<file path="config.mk">
export PLATFORM = sky130hd
export DESIGN_NAME = key_click_decoder
export DESIGN_NICKNAME = d
export VERILOG_FILES = /design/src/rtl/key_pkg.sv /design/src/rtl/key_click_decoder.sv
export SDC_FILE = /design/constraint.sdc
export NUM_CORES = 1
export LEC_CHECK = 0
export ABC_AREA = 1
export BUFFER_PORTS_ARGS = -buffer_cell sky130_fd_sc_hd__clkbuf_2
export CAP_MARGIN = 10
export CORE_MARGIN = 3
export CORE_UTILIZATION = 40
export DETAILED_ROUTE_END_ITERATION = 12
export GPL_TIMING_DRIVEN = 0
export PLACE_DENSITY = 0.6
export SLEW_MARGIN = 20
export SYNTH_ARGS = -nofsm -noshare
export SYNTH_HDL_FRONTEND = slang
export SYNTH_SLANG_ARGS = --single-unit
</file>
<file path="constraint.sdc">
create_clock -name sys_clk -period 2.45 [get_ports sys_clk]
set_input_delay 0.3675 -clock sys_clk [delete_from_list [all_inputs] [get_ports sys_clk]]
set_output_delay 0.3675 -clock sys_clk [all_outputs]
set_load 0.03 [all_outputs]
</file>
<file path="src/rtl/key_pkg.sv">
// ----------------------------------------------------------------------------
// key_pkg
// Shared definitions for the key click decoder:
//   state_t          - FSM state encoding (ST_IDLE / ST_COLLECT)
//   KEY_WIN_DEFAULT  - default inactivity window (10 ms at 50 MHz)
//   KEY_WIN_W        - width of the window timer
//   KEY_CNT_W        - width of the click count
// ----------------------------------------------------------------------------
package key_pkg;

    typedef enum logic {
        ST_IDLE    = 1'b0,
        ST_COLLECT = 1'b1
    } state_t;

    localparam int          KEY_WIN_W       = 20;
    localparam int          KEY_CNT_W       = 2;
    localparam logic [19:0] KEY_WIN_DEFAULT = 20'd500_000;

endpackage

</file>
<file path="src/rtl/key_click_decoder.sv">
// ----------------------------------------------------------------------------
// key_click_decoder
// Groups the one-cycle press pulses from the key debouncer into single,
// double and triple click events. A group stays open while presses keep
// arriving within WIN_CYCLES of each other; one event is emitted per group,
// either when the window expires or as soon as MAX_CLICKS presses are seen.
//
// Parameters:
//   WIN_CYCLES  - inactivity window in sys_clk cycles (2 .. 2^20-1)
//   MAX_CLICKS  - count at which the event is emitted immediately (1..3)
// Ports:
//   sys_clk      in   system clock
//   sys_rst      in   synchronous active-high reset
//   key_pulse    in   one-cycle press pulse from the debouncer
//   click_valid  out  one-cycle event strobe (registered)
//   click_cnt    out  clicks in the group; valid with click_valid, held after
//   busy         out  high while a click group is open
// ----------------------------------------------------------------------------
module key_click_decoder
    import key_pkg::*;
#(
    parameter logic [KEY_WIN_W-1:0] WIN_CYCLES = KEY_WIN_DEFAULT,
    parameter logic [KEY_CNT_W-1:0] MAX_CLICKS = 2'd3
) (
    input  logic                 sys_clk,
    input  logic                 sys_rst,
    input  logic                 key_pulse,
    output logic                 click_valid,
    output logic [KEY_CNT_W-1:0] click_cnt,
    output logic                 busy
);

    localparam logic [KEY_WIN_W-1:0] WIN_LAST = WIN_CYCLES - 20'd1;

    state_t                 state;
    logic [KEY_CNT_W-1:0]   cnt;
    logic [KEY_WIN_W-1:0]   win_cnt;

    // Decode of the current cycle, shared by the state and output registers
    // so both always agree on when an event fires.
    logic [KEY_CNT_W-1:0]   cnt_inc;
    logic                   idle_pulse;
    logic                   collect_pulse;
    logic                   emit_now;
    logic                   emit_max;
    logic                   timeout;
    logic                   emit;
    logic [KEY_CNT_W-1:0]   emit_cnt;

    assign cnt_inc       = cnt + 2'd1;
    assign idle_pulse    = (state == ST_IDLE)    && key_pulse;
    assign collect_pulse = (state == ST_COLLECT) && key_pulse;

    // MAX_CLICKS==1 turns every press into an immediate single-click event.
    assign emit_now = idle_pulse && (MAX_CLICKS == 2'd1);
    assign emit_max = collect_pulse && (cnt_inc == MAX_CLICKS);

    // A press in the last window cycle takes priority over the timeout:
    // timeout is qualified with !key_pulse.
    assign timeout  = (state == ST_COLLECT) && !key_pulse && (win_cnt == WIN_LAST);

    assign emit     = emit_now || emit_max || timeout;
    assign emit_cnt = timeout  ? cnt :
                      emit_now ? 2'd1 :
                                 cnt_inc;

    assign busy = (state == ST_COLLECT);

    // State, click count and window timer.
    // NOTE: sequential state uses non-blocking assignments only, so every
    // register samples the pre-edge values regardless of statement order.
    always_ff @(posedge sys_clk) begin
        if (sys_rst) begin
            state   <= ST_IDLE;
            cnt     <= '0;
            win_cnt <= '0;
        end else begin
            case (state)
                ST_IDLE: begin
                    if (idle_pulse && !emit_now) begin
                        state   <= ST_COLLECT;
                        cnt     <= 2'd1;
                        win_cnt <= '0;
                    end
                end
                ST_COLLECT: begin
                    if (key_pulse) begin
                        cnt     <= cnt_inc;
                        win_cnt <= '0;
                        if (emit_max) begin
                            state <= ST_IDLE;
                        end
                    end else if (timeout) begin
                        state <= ST_IDLE;
                    end else begin
                        win_cnt <= win_cnt + 20'd1;
                    end
                end
                default: begin
                    state <= ST_IDLE;
                end
            endcase
        end
    end

    // Registered event outputs; click_cnt holds between events.
    always_ff @(posedge sys_clk) begin
        if (sys_rst) begin
            click_valid <= 1'b0;
            click_cnt   <= '0;
        end else begin
            click_valid <= emit;
            if (emit) begin
                click_cnt <= emit_cnt;
            end
        end
    end

endmodule
</file>
# Yosys cells after proc, flatten, opt, wreduce, memory -nomap -nowiden
# Index checks and enable logic that the tools add are counted.
[word_totals] reg_bits=26 input_bits=3 output_inout_bits=4 word_cells=35
[classes] eq_ne=5 bitwise_logic=1 add_sub_neg=2 n_reduce_logical=9 n_mux=13
[ops] cell="$mux W20" n=3
[ops] cell="$pmux W20 S2" n=1
[ops] cell="$add A20 B1 Y20 const B" n=1
[ops] cell="$eq A20 B19 Y1 const B" n=1
[ops] cell="$mux W2" n=3
[ops] cell="$logic_and A1 B1 Y1" n=5
[ops] cell="$mux W1" n=4
[ops] cell="$ne A2 B2 Y1 const B" n=2
[ops] cell="$pmux W2 S2" n=1
[ops] cell="$reduce_and A2 Y1" n=2
[ops] cell="$ne A3 B3 Y1 const B" n=1
[ops] cell="$add A2 B1 Y2 const B" n=1
[ops] cell="$eq A2 B2 Y1 const B" n=1
[ops] cell="$pmux W1 S2" n=1
[ops] cell="$logic_not A1 Y1" n=1
[ops] cell="$logic_or A1 B1 Y1" n=1
[ops] cell="$not A1 Y1" n=1

# Longest topological paths before layout
[depth] ltp_word=6 ltp_mapped=10 mapped_depth_nobuf=10

# Worst setup path before layout
# No wires, ideal clock.
[synth_path] path_kind="reg2reg" from="reg win_cnt[0]" to="reg win_cnt[17]" required_ps=2381 path_stages_with_launch=11 slack_ps=899 t_arrival_ps=1482 setup_time_ps=69 path_buffers=1 period_less_slack_ps=1551 path_cell_list="dfxtp_1 ha_1 nand2_2 nor2_4 inv_2 nor2_4 nand3_4 nand2_8 buf_12 nand2_1 a21oi_2"
[synth_via] elab_chain_cells=4 elab_cells_between_ends=8 cone_classes="add/sub (1); eq/ne (2); mux (3); reduce/logical (2)"
[synth_lines] item="start: declaration" line="key_click_decoder.sv:37" rtl="logic [KEY_WIN_W-1:0] win_cnt;"
[synth_lines] item="start signal: assignment" line="key_click_decoder.sv:96" rtl="win_cnt <= win_cnt + 20'd1;"
[synth_lines] item="$add A20 B1 Y20 / $eq A20 B19 Y1 (equally long branches)" line="key_click_decoder.sv:96, key_click_decoder.sv:60"
[synth_lines] item="$mux W20 / $logic_and A1 B1 Y1 (equally long branches)" line="key_click_decoder.sv:93, key_click_decoder.sv:60"
[synth_lines] item="$mux W20 / $ne A3 B3 Y1 (equally long branches)"
[synth_lines] item="$pmux W20 S2 / $reduce_and A2 Y1 (equally long branches)"
# Parallel ways exist; a longest one is shown, timed or not. The select of a mux whose other input is x is not followed.
# A chain may end at the register's enable or synchronous reset.

# Worst setup path in the final report
[layout_path] from="reg win_cnt[0]" to="reg win_cnt[18]"
# The elaborated chain is that of the path after synthesis.

==> results.cfg <==
[worst_setup_path]
cp.depth = 8
cp-start-kind = register
timing.rr.start = win_cnt[0]$_SDFFE_PP0P_
worstRegToRegCells = 8
cp_data_arrival_time_ps = 2100
crit_type = register to register
path_max_fanout = 9
timing.critical_path.buf_inv = 0
path_delay_family = simple AND/OR/NAND/NOR gates
cp-end-kind = register
cp.required_ps = 2660
crit_chain = ha_1 -> nand2_2 -> nor2_4 -> nand3_1 -> nor2_1 -> nor2_1 -> nand3_1 -> a21oi_2
max_stage_delay_ps = 550
slowest_stage = nor2_1
crit_start = win_cnt[0]$_SDFFE_PP0P_

[drt]
remaining_drc_errors = 0
ant_nets = 0
drt_wl_total_um = 3750
viasPerCell = 5.03
drtIter0Drc = 107
route.vias.total = 1543
wl_per_cell_um = 12.2
firstDrtPassIters = 4

[cts]
ctsHoldBuffers = 0
ctsRootBufferMaster = clkbuf_8
cts_tree = yes
clk_pin_slew_ps = 90
cts_setup_buffers = 0
clk_latency_ps = 270
clkSinkCount = 26
cts_made_buffers = 3
post_cts_resized = 0
ctsHtreeMaxLevel = 1
clockBufferDepth = 2

[floorplan]
initial_core_util_pct = 42.8
fp.dieH_um = 69.7
fp.dieW_um = 69.7
row_count = 22
core_area_um2 = 3800
ios = 7
dieArea_um2 = 4860

[power]
p_per_area_nw_per_um2 = 438
vdd_drop_max_v = 0.000282
leakage_nw = 0.637

[outcome]
status = complete, no violations

[yosys]
synth_nets = 255
yosysTopAreaCell = dfxtp_1
ys.warnings.count = 0
synth.area.top_cells = dfxtp_1 (32%), nand2_1 (16%), nor2_1 (9.5%)
synthArstFlopShare_pct = 0
ys_ff_latch = 26
netlist.area_leader.share_pct = 32.0
yosysMostFrequentCell = nand2_1
avgSynthCellArea_um2 = 6.50
synth_edf_count = 0
syn-cell-area_um2 = 1620
synth_cell_types = 26
synth_cells = 250
synth-seq-area-share_pct = 32.0
yosys_most_used_dff = dfxtp_1
synth_top_cells_by_count = nand2_1 (68), nor2_1 (41), dfxtp_1 (26), inv_1 (26), nand3_1 (19)

[sta]
post-route-period-util_pct = 76.9
timing.final.ws_setup_ps = 566
setup_viol = 0
worstMarginPinSlew_ps = 723
final-hold-violation-count = 0
finalMaxSlewViolations = 0
period_minus_slack_ps = 1880
grt_setup_unrepaired = false
slew_headroom_pct = 51.6
final.setup_skew_ps = 3.40
fmax_mhz = 531
fin_tns_setup_ps = 0

[cells_and_area]
final_cells = 307
antennaDiodeCount = 0
final_layout_size_suffix_gt1_share_pct = 11.2
seqCellArea_um2 = 520
multi_input_comb_area_um2 = 952
nets = 265
fillers = 406
area_growth_syn_to_layout_pct = 8.63
final_util_pct = 46.4

[global_route]
grt.total_usage_pct = 17.0
grt-ovfl-total = 0
antenna_found_initial = 0
grt_pass1_wl_um = 6850
grt_max_degree = 15
first_global_vias = 1439

[placement]
pre_cts_ws_ps = 596
io_buffers = 5
finalWeightedCongestion = 0.872
dp_hpwl_um = 2830
post-place-cells = 303

[hold_path]
holdCritStartpoint = key_pulse
holdPathStages = 3
hold_path_class = input port to register

[flow_run]
cap_violations = 0
flip-flops by register name, indices dropped and copies added, names as in the netlist:
| register | flops |
|---|---|
| cnt | 2 |
| busy | 1 |
| win_cnt | 20 |
| click_valid | 1 |
| click_cnt | 2 |
layout make-up:
class / count / share of cell area, %
timing repair buffer: 5 / 1.42
inverter: 27 / 5.74
tap: 48 / 3.40
multi-input combinational: 190 / 54.0
buffer: 7 / 2.84
clock buffer: 4 / 3.12
sequential: 26 / 29.5
through the flow:
stage | cell area, µm² | total power [mW] | hold WS (ps)
2_1_floorplan | 1620 | 0.481 | 454
3_3_place_gp | 1710 | 0.497 | 478
3_5_place_dp | 1710 | 0.497 | 481
4_1_cts | 1760 | 0.788 | 388
5_1_grt | 1760 | 0.809 | 415
6_report | 1760 | 0.773 | 404
layer usage:
metal / up-vias / GRT usage, % / share of wire (%)
met4: 0 / 4.68 / 1.6
met5: - / 0 / 0
met1: 686 / 24.1 / 50
li1: 824 / - / -
met2: 27 / 26.9 / 46
met3: 6 / 2.61 / 2.8
kinds of logic after synthesis:
family          synth area share [%]
compound gates                  11.2
xor+xnor                        2.70
fa+ha+maj                       1.54
buf+inv                         9.32
flops                           32.0
simple gates                    43.2
final timing paths:
check	end	slack [ps]
worst max-delay path	win_cnt[18]$_SDFFE_PP0P_	570
worst min-delay path	cnt[1]$_SDFFE_PP0P_	400
worst max register to register	win_cnt[18]$_SDFFE_PP0P_	570
worst min register to register	cnt[1]$_SDFFE_PP0P_	490
worst register-to-register path, stage by stage, from the launching register on:
cell and delay (ps):
dfxtp_1 350, ha_1 260, nand2_2 130, nor2_4 60
nand3_1 70, nor2_1 60, nor2_1 550, nand3_1 190
a21oi_2 150
cell usage in the layout, fill, tap and decap left out:
cell / instances
nand2_1: 68
nor2_1: 41
inv_1: 26
dfxtp_1: 26
nand3_1: 19
a21oi_1: 14
nand4_1: 14
a21oi_2: 7
xor2_1: 5
clkbuf_2: 5
clkbuf_1: 4
o21ai_0: 4
nand2_2: 4
clkbuf_8: 4
nor2_4: 2
o21bai_1: 2
or2_2: 2
ha_1: 2
buf_6: 1
nand3b_1: 1
inv_2: 1
nand3_4: 1
nand2_8: 1
buf_12: 1
nor3_1: 1
o31ai_1: 1
a211oi_1: 1
buf_1: 1
report_power, final:
| part | total, mW | internal [mW] | switching (mW) |
|---|---|---|---|
| combinational | 0.0553 | 0.0156 | 0.0398 |
| clock | 0.286 | 0.144 | 0.142 |
| sequential | 0.431 | 0.427 | 0.00462 |
Power figures use the tool's default switching activity.
